--- config.mk ---
export PLATFORM = sky130hd
export DESIGN_NAME = ad9511_spi_config
export DESIGN_NICKNAME = d
export VERILOG_FILES = /design/src/rtl/ad9511_spi_config_pkg.sv /design/src/rtl/ad9511_spi_shifter.sv /design/src/rtl/ad9511_spi_config.sv
export SDC_FILE = /design/constraint.sdc
export NUM_CORES = 1
export LEC_CHECK = 0
export ABC_AREA = 1
export ABC_CLOCK_PERIOD_IN_PS = 2700
export CAP_MARGIN = 5
export CORE_ASPECT_RATIO = 1.25
export CORE_UTILIZATION = 45
export DETAILED_ROUTE_END_ITERATION = 8
export PLACE_DENSITY = 0.7
export SLEW_MARGIN = 10
export SYNTH_ARGS = -nofsm -noshare
export SYNTH_HDL_FRONTEND = slang
export SYNTH_HIERARCHICAL = 1
export SYNTH_SLANG_ARGS = --single-unit
--- constraint.sdc ---
create_clock -name clock_33MHz -period 2.7 [get_ports clock_33MHz]
set_input_delay 0.27 -clock clock_33MHz [delete_from_list [all_inputs] [get_ports clock_33MHz]]
set_output_delay 0.27 -clock clock_33MHz [all_outputs]
set_load 0.03 [all_outputs]
--- src/rtl/ad9511_spi_config_pkg.sv ---
// AD9511 SPI frame constants and sequencer state encoding.
// Shared by the table sequencer and the serial shifter.
package ad9511_spi_config_pkg;

  localparam int          FRAME_BITS  = 24;
  localparam logic [12:0] UPDATE_ADDR = 13'h05A;
  localparam logic [7:0]  UPDATE_DATA = 8'h01;
  localparam logic [2:0]  WRITE_1BYTE = 3'b000;

  typedef enum logic [2:0] {
    S_IDLE,
    S_FETCH,
    S_LOAD,
    S_SHIFT,
    S_HOLD,
    S_GAP,
    S_UPD
  } state_t;

endpackage

--- src/rtl/ad9511_spi_shifter.sv ---
// 24-bit MSB-first SPI write shifter with SCLK divider.
// CS rises half an SCLK period after the last falling edge.
module ad9511_spi_shifter
  import ad9511_spi_config_pkg::*;
#(
  parameter int SCLK_DIV = 8
) (
  input  logic                  clk,
  input  logic                  reset_n,
  input  logic                  load,
  input  logic [FRAME_BITS-1:0] frame,
  output logic                  shift_end,
  output logic                  fin,
  output logic                  cs_n,
  output logic                  sclk,
  output logic                  sdio
);

  localparam int DIV_W = $clog2(SCLK_DIV);
  localparam logic [DIV_W-1:0] DIV_LAST  = DIV_W'(SCLK_DIV - 1);
  localparam logic [DIV_W-1:0] HALF_LAST = DIV_W'(SCLK_DIV / 2 - 1);

  logic [DIV_W-1:0]      div;
  logic [4:0]            bit_cnt;
  logic [FRAME_BITS-1:0] sr;
  logic                  shifting;
  logic                  holding;

  always_ff @(posedge clk) begin
    shift_end <= 1'b0;
    fin       <= 1'b0;
    if (!reset_n) begin
      div      <= '0;
      bit_cnt  <= '0;
      sr       <= '0;
      shifting <= 1'b0;
      holding  <= 1'b0;
      cs_n     <= 1'b1;
      sclk     <= 1'b0;
      sdio     <= 1'b0;
    end else if (load && !shifting && !holding) begin
      sr       <= frame;
      sdio     <= frame[FRAME_BITS-1];
      cs_n     <= 1'b0;
      sclk     <= 1'b0;
      div      <= '0;
      bit_cnt  <= '0;
      shifting <= 1'b1;
    end else if (shifting) begin
      if (div == DIV_LAST) begin
        div  <= '0;
        sclk <= 1'b0;
        if (bit_cnt == 5'(FRAME_BITS - 1)) begin
          shifting  <= 1'b0;
          holding   <= 1'b1;
          shift_end <= 1'b1;
        end else begin
          bit_cnt <= bit_cnt + 5'd1;
          sr      <= {sr[FRAME_BITS-2:0], 1'b0};
          sdio    <= sr[FRAME_BITS-2];
        end
      end else begin
        div <= div + DIV_W'(1);
        if (div == HALF_LAST) sclk <= 1'b1;
      end
    end else if (holding) begin
      if (div == HALF_LAST) begin
        holding <= 1'b0;
        cs_n    <= 1'b1;
        sdio    <= 1'b0;
        fin     <= 1'b1;
        div     <= '0;
      end else begin
        div <= div + DIV_W'(1);
      end
    end
  end

endmodule

--- src/rtl/ad9511_spi_config.sv ---
// AD9511 configuration sequencer: table run plus update commit,
// and single host writes arbitrated in idle.
module ad9511_spi_config
  import ad9511_spi_config_pkg::*;
#(
  parameter int N_ENTRIES   = 32,
  parameter int IDX_W       = 5,
  parameter int SCLK_DIV    = 8,
  parameter int CS_GAP      = 8,
  parameter int AUTO_UPDATE = 1
) (
  input  logic             clock_33MHz,
  input  logic             reset_n,
  input  logic             start,
  input  logic             wr_req,
  input  logic [12:0]      wr_addr,
  input  logic [7:0]       wr_data,
  output logic             wr_ack,
  output logic [IDX_W-1:0] tbl_index,
  input  logic [20:0]      tbl_entry,
  output logic             busy,
  output logic             done,
  output logic             cfg_ok,
  output logic             spi_cs_n,
  output logic             spi_sclk,
  output logic             spi_sdio
);

  localparam int GAP_W = $clog2(CS_GAP + 2);
  localparam logic [IDX_W-1:0] LAST_IDX =
    IDX_W'(N_ENTRIES > 0 ? N_ENTRIES - 1 : 0);
  localparam logic [GAP_W-1:0] GAP_LAST =
    GAP_W'(CS_GAP > 0 ? CS_GAP - 1 : 0);

  state_t                state, state_n;
  logic                  tbl_run, tbl_run_n;
  logic                  upd_sent, upd_sent_n;
  logic [IDX_W-1:0]      idx_n;
  logic [GAP_W-1:0]      gap_cnt, gap_n;
  logic                  ack_n, done_n, cfg_ok_n;
  logic                  load;
  logic [FRAME_BITS-1:0] frame;
  logic                  sh_end, sh_fin;

  assign busy = (state != S_IDLE);

  always_comb begin
    state_n    = state;
    tbl_run_n  = tbl_run;
    upd_sent_n = upd_sent;
    idx_n      = tbl_index;
    gap_n      = gap_cnt;
    ack_n      = 1'b0;
    done_n     = 1'b0;
    cfg_ok_n   = cfg_ok;
    load       = 1'b0;
    frame      = {WRITE_1BYTE, UPDATE_ADDR, UPDATE_DATA};
    unique case (state)
      S_IDLE: begin
        // start wins; a pending wr_req waits here unacknowledged
        if (start) begin
          tbl_run_n  = 1'b1;
          upd_sent_n = 1'b0;
          idx_n      = '0;
          if (N_ENTRIES > 0) begin
            state_n = S_FETCH;
          end else if (AUTO_UPDATE != 0) begin
            state_n = S_UPD;
          end else begin
            done_n   = 1'b1;
            cfg_ok_n = 1'b1;
          end
        end else if (wr_req) begin
          tbl_run_n = 1'b0;
          ack_n     = 1'b1;
          state_n   = S_LOAD;
        end
      end
      S_FETCH: state_n = S_LOAD;
      S_LOAD: begin
        load    = 1'b1;
        frame   = tbl_run ? {WRITE_1BYTE, tbl_entry}
                          : {WRITE_1BYTE, wr_addr, wr_data};
        state_n = S_SHIFT;
      end
      S_UPD: begin
        load       = 1'b1;
        upd_sent_n = 1'b1;
        state_n    = S_SHIFT;
      end
      S_SHIFT: if (sh_end) state_n = S_HOLD;
      S_HOLD: begin
        if (sh_fin) begin
          state_n = S_GAP;
          gap_n   = '0;
        end
      end
      S_GAP: begin
        if (gap_cnt != GAP_LAST) begin
          gap_n = gap_cnt + GAP_W'(1);
        end else if (!tbl_run) begin
          state_n = S_IDLE;
        end else if (!upd_sent && tbl_index != LAST_IDX) begin
          idx_n   = tbl_index + IDX_W'(1);
          state_n = S_FETCH;
        end else if (!upd_sent && AUTO_UPDATE != 0) begin
          state_n = S_UPD;
        end else begin
          done_n   = 1'b1;
          cfg_ok_n = 1'b1;
          idx_n    = '0;
          state_n  = S_IDLE;
        end
      end
      default: state_n = S_IDLE;
    endcase
  end

  always_ff @(posedge clock_33MHz) begin
    if (!reset_n) begin
      state     <= S_IDLE;
      tbl_run   <= 1'b0;
      upd_sent  <= 1'b0;
      tbl_index <= '0;
      gap_cnt   <= '0;
      wr_ack    <= 1'b0;
      done      <= 1'b0;
      cfg_ok    <= 1'b0;
    end else begin
      state     <= state_n;
      tbl_run   <= tbl_run_n;
      upd_sent  <= upd_sent_n;
      tbl_index <= idx_n;
      gap_cnt   <= gap_n;
      wr_ack    <= ack_n;
      done      <= done_n;
      cfg_ok    <= cfg_ok_n;
    end
  end

  ad9511_spi_shifter #(
    .SCLK_DIV (SCLK_DIV)
  ) u_shifter (
    .clk       (clock_33MHz),
    .reset_n   (reset_n),
    .load      (load),
    .frame     (frame),
    .shift_end (sh_end),
    .fin       (sh_fin),
    .cs_n      (spi_cs_n),
    .sclk      (spi_sclk),
    .sdio      (spi_sdio)
  );

endmodule

# Yosys cells after proc, flatten, opt, wreduce, memory -nomap -nowiden
# Index checks and enable logic that the tools add are counted.
# classes
order_cmp,0
multipliers,0
div,0
reduce_logical,38
eq_ne,25
shift,0
bitwise_logic,11
mux,57
add_sub_neg,4
# ops
cell,count
two-way mux 23 bit,4
two-way mux 21 bit,2
two-way mux 3 bit,12
two-way mux 1 bit,28
two-way mux 5 bit,5
nonzero test 2 bit,10
case mux 3 bit (6 select lines),1
AND reduction 3 bit,5
"!= test 2 bit, second input constant",7
"equality test 3 bit, second input constant",4
"!= test 3 bit, second input constant",4
NOT 1 bit,11
"adder 5 x 1 -> 5 bit, second input constant",2
case mux 5 bit (2 select lines),1
AND reduction 5 bit,2
"equality test 3 x 2 -> 1 bit, second input constant",3
nonzero test 3 bit,3
two-way mux 4 bit,2
case mux 4 bit (2 select lines),1
AND reduction 4 bit,2
OR reduction 4 bit,2
"!= test 2 x 1 -> 1 bit, second input constant",3
AND reduction 2 bit,3
"equality test 5 bit, second input constant",1
other kinds (12),17
# totals
out_inout_bits,12
ram_bits,0
n_memories,0
romBits,0
latch_bits,0
elab_cells,153
reg_bits,55

# Depth between registers and ports, before layout
# logic_depth
depth_word,7
ltp_mapped,12
ltp_nobuf,12

# Modules after synthesis
# The synthesis kept the hierarchy.
# modules_own_cells
mod,area_each_um2,n_inst,cells_per_inst
ad9511_spi_shifter,1999.4,1,276
ad9511_spi_config,1226.2,1,218

# Least setup slack after synthesis
# Ideal clock, no wire load.
# synth_timing
kind,reg2reg
start,reg tbl_index[0]
end,reg tbl_index[1]
setup_ns,0.118
t_required_ns,2.582
path_stages_with_launch,12
slack_ns,1.014
arrival_ns,1.568
path_buffers,0
synth_period_minus_slack_ns,1.686
path_cell_list,dfxtp_1 ha_1 nand2_1 nor2_1 ha_1 nand2_1 inv_1 nor2_1 nand2_1 nand2_2 o21ai_0 nor2_1
# synth_via
elab_chain_cells,6
word_cells_on_any_way,9
cone_classes,add/sub: 1; eq/ne: 2; mux: 4; reduce/logical: 2
# synth_rtl
element,line,rtl
start: declaration,ad9511_spi_config.sv:19,"output logic [IDX_W-1:0] tbl_index,"
start signal: assignment,ad9511_spi_config.sv:133,tbl_index <= idx_n;
"parallel branches: the longest is 6 deep, another holds adder 5 x 1 -> 5 bit",--,
# Parallel ways; which one is timed is not known. The select of a mux whose other input is x is not followed.
# A chain may end at the register's enable or synchronous reset.

# Final worst setup path
# layout_timing
start,reg state[2]
end,out busy
# layout_via
elab_chain_cells,1
# layout_rtl
element,line,rtl
start: declaration,ad9511_spi_config.sv:35,"state_t state, state_n;"
start signal: assignment,ad9511_spi_config.sv:130,state <= state_n;
nonzero test 3 bit,ad9511_spi_config.sv:45,assign busy = (state != S_IDLE);
end: declaration,ad9511_spi_config.sv:21,"output logic busy,"
# Every way passes these cells.

==> run metrics <==
WP data required 2.43 ns; final RePlAce weighted congestion 0.852; worst flop-to-flop path endpoint u_shifter/sr[12]; number of cells traversed by the worst hold path 2; pin count of the biggest net entering global routing 34; CTS tree done; post-synthesis instance total 494; Final period util 0.740; Clock Sink Count 55; starting density of the core 0.465; most frequent cells in the layout nand2_1 (185), clkdlybuf4s50_1 (57), dfxtp_1 (55); Avg WL per Cell 11.6 um; most common library cell in the layout ignoring fill and taps nand2_1; via count of the first global-routing pass 2923; count of cells resized by post-cts repair 0; worst clock skew 0.00934 ns; number of maximum-capacitance constraint violations 0; worst vdd rail ir drop 331 uV; total number of vias 3146; Buf/Inv on CP 1; area added between synthesis and finish 20.1%; setup repair after global routing missed its margin false; count of unique library cells instantiated by Yosys 36; Setup violations, final 0; critical path's top delay family buffers and inverters; critical path endpoint category output port; vias per inst 4.97; worst setup slack for register-to-register paths 0.73 ns; Congestion Overflow GR 0; achievable frequency 501 MHz; power density cells 650 nW/um2; H-tree Lvls 2; placement row count 34; setup_tns 0 ns; fraction of the yosys area taken by sequential cells 0.341; total count of hold-check failures in the final report 0; element type at the critical path start flip-flop; global-route wire length before repair 12400 um; placement-stage worst setup slack 0.738 ns; ordered cell list for the critical path nor2_1 -> nand2_1 -> clkdlybuf4s50_1; Max Buffers Root-to-Sink 2; DRC errors left 2; violated checks DRC; worst relative slew slack 0.500; critical path start-end classification reg2out; placeable core area 6930 um2; clock network latency to the later pin of the worst-skew pair 0.31 ns; HPWL Detailed 5320 um; synthesized flop and latch total 55; nets 597; Slew @ Worst Pin 0.749 ns; Yosys warnings 6; minimum period implied by the final worst setup slack 2.00 ns; Endpoint, Worst Hold cfg_ok; ranking of synthesized cells by area dfxtp_1 (34%), nand2_1 (22%), a21oi_1 (7.8%); clock edge transition at the registers on the reported setup and hold paths 0.10 ns; total clock buffers created by CTS 5; result of the run finished with violations; die width 77.7 um; class of the tightest hold or removal check reg2reg; post-synthesis area per instance 6.53 um2; Starting DRT DRC Count 134; ratio of cells with drive above 1 in the final layout 0.0810; remaining number of nets flagged by the antenna check after routing 0; cell type of the slowest stage on the worst timing path clkdlybuf4s50_1; arrival time worst endpoint 1.73 ns; total setup buffers inserted after CTS 0; final-report max-slew violation count 0; root buffer cell clkbuf_8; Setup WS post-layout 0.702 ns; die extent in y 96.7 um; Post-CTS Hold Fix Bufs 0; delay of the slowest critical-path stage 0.62 ns; post-detailed-routing wire length 7310 um; library cell with the largest summed area after synthesis dfxtp_1; cell area after synthesis 3230 um2; area share of the largest cell type after synthesis 0.341; number of diodes added for antenna fixing 0; total track usage 0.202; static leakage 1.64 nW; number of antenna violations at the first check in global routing 0; number of placed I/O pins 58; Crit Reg-Reg Startpoint state[1]; die footprint 7510 um2; Worst Reg2Reg Path Length in Cells 9; count of buffers inserted at the top-level ports 57; largest fanout of any net on the critical path 8; start point of the worst min-delay path cfg_ok; drt first pass iters 6
## stage by stage
| step | power [W] | std cells | utilization | cell area (um2) | hold WS [ns] |
|---|---|---|---|---|---|
| global placement | 0.00206 | 625 | 0.546 | 3780 | 0.441 |
| detailed placement | 0.00207 | 625 | 0.546 | 3780 | 0.452 |
| global route | 0.00270 | 633 | 0.559 | 3870 | 0.494 |
| CTS | 0.00253 | 633 | 0.559 | 3870 | 0.474 |
| floorplan | 0.00183 | 496 | - | 3230 | 0.348 |
| finish | 0.00252 | 633 | 0.559 | 3870 | 0.467 |
## synthesized netlist by cell type (all sizes together)
cell      n
clkbuf    5
nor4      1
nand4     1
nor3      3
a22oi     2
xor2      1
nand2   193
inv      32
nor2     46
buf      18
or2       2
ha        9
dfxtp    55
clkinv    2
conb      1
o211ai    1
nand3    49
xnor2     1
a21oi    56
o21ai    16
## worst register-to-register path, cell delays in order (launching register included)
cell     delay [ns]
dfxtp_1        0.37
inv_1          0.09
nor2_1         0.45
nand2_2        0.36
inv_1          0.23
o21ai_0        0.12
nand2_1        0.08
nand2_1        0.05
nand2_1        0.07
a21oi_2        0.06
## logic make-up after synthesis
| group | count (synthesis) | synth area share |
|---|---|---|
| AO/OA/AOI/OAI | 75 | 0.126 |
| XOR/XNOR | 2 | 0.00543 |
| adder cells (fa/ha/maj) | 9 | 0.0349 |
| buffers and inverters | 57 | 0.0935 |
| flip-flops | 55 | 0.341 |
| other | 1 | 0.00116 |
| AND/OR/NAND/NOR | 295 | 0.398 |
## power by group
part           internal, W  switching (W)  total [W]
clock             0.000186       0.000277   0.000464
combinational     0.000360       0.000717    0.00108
sequential        0.000894      0.0000817   0.000975
total              0.00144        0.00108    0.00252
## registers in the layout, summed over array words and instances (netlist names), 3 cells and up
name / count
u_shifter/sr: 23
tbl_index: 5
gap_cnt: 4
u_shifter/div: 3
u_shifter/bit_cnt: 5
state: 3
## layer usage
layer	routed length (um)	part of all wire	up-vias	track usage
met5	0	0	-	0
met4	87	0.012	0	0.0610
met3	220	0.030	5	0.0321
met2	3680	0.50	68	0.368
met1	3330	0.46	1403	0.238
li1	-	-	1670	-
## area by class of cell
class / instances / area (um2)
clock inverters: 3 / 22.5
fillers: 700 / 3060
flip-flops and latches: 55 / 1100
repair buffers: 62 / 608
multi-input cells: 384 / 1830
well taps: 90 / 113
clock buffers: 5 / 68.8
inverters: 34 / 131
## worst max-delay path by stage
| stage | endpoint | cells after the start | startpoint |
|---|---|---|---|
| 2_1_floorplan | tbl_index[1] | 11 | tbl_index[0] |
| 3_3_place_gp | u_shifter/sr[12] | 9 | state[1] |
| 3_5_place_dp | u_shifter/sr[12] | 9 | state[1] |
| 4_1_cts | u_shifter/sr[12] | 9 | state[1] |
| 5_1_grt | u_shifter/sr[12] | 9 | state[1] |
| 6_report | busy | 3 | state[2] |
No activity file was read; power rests on OpenSTA's default activity.
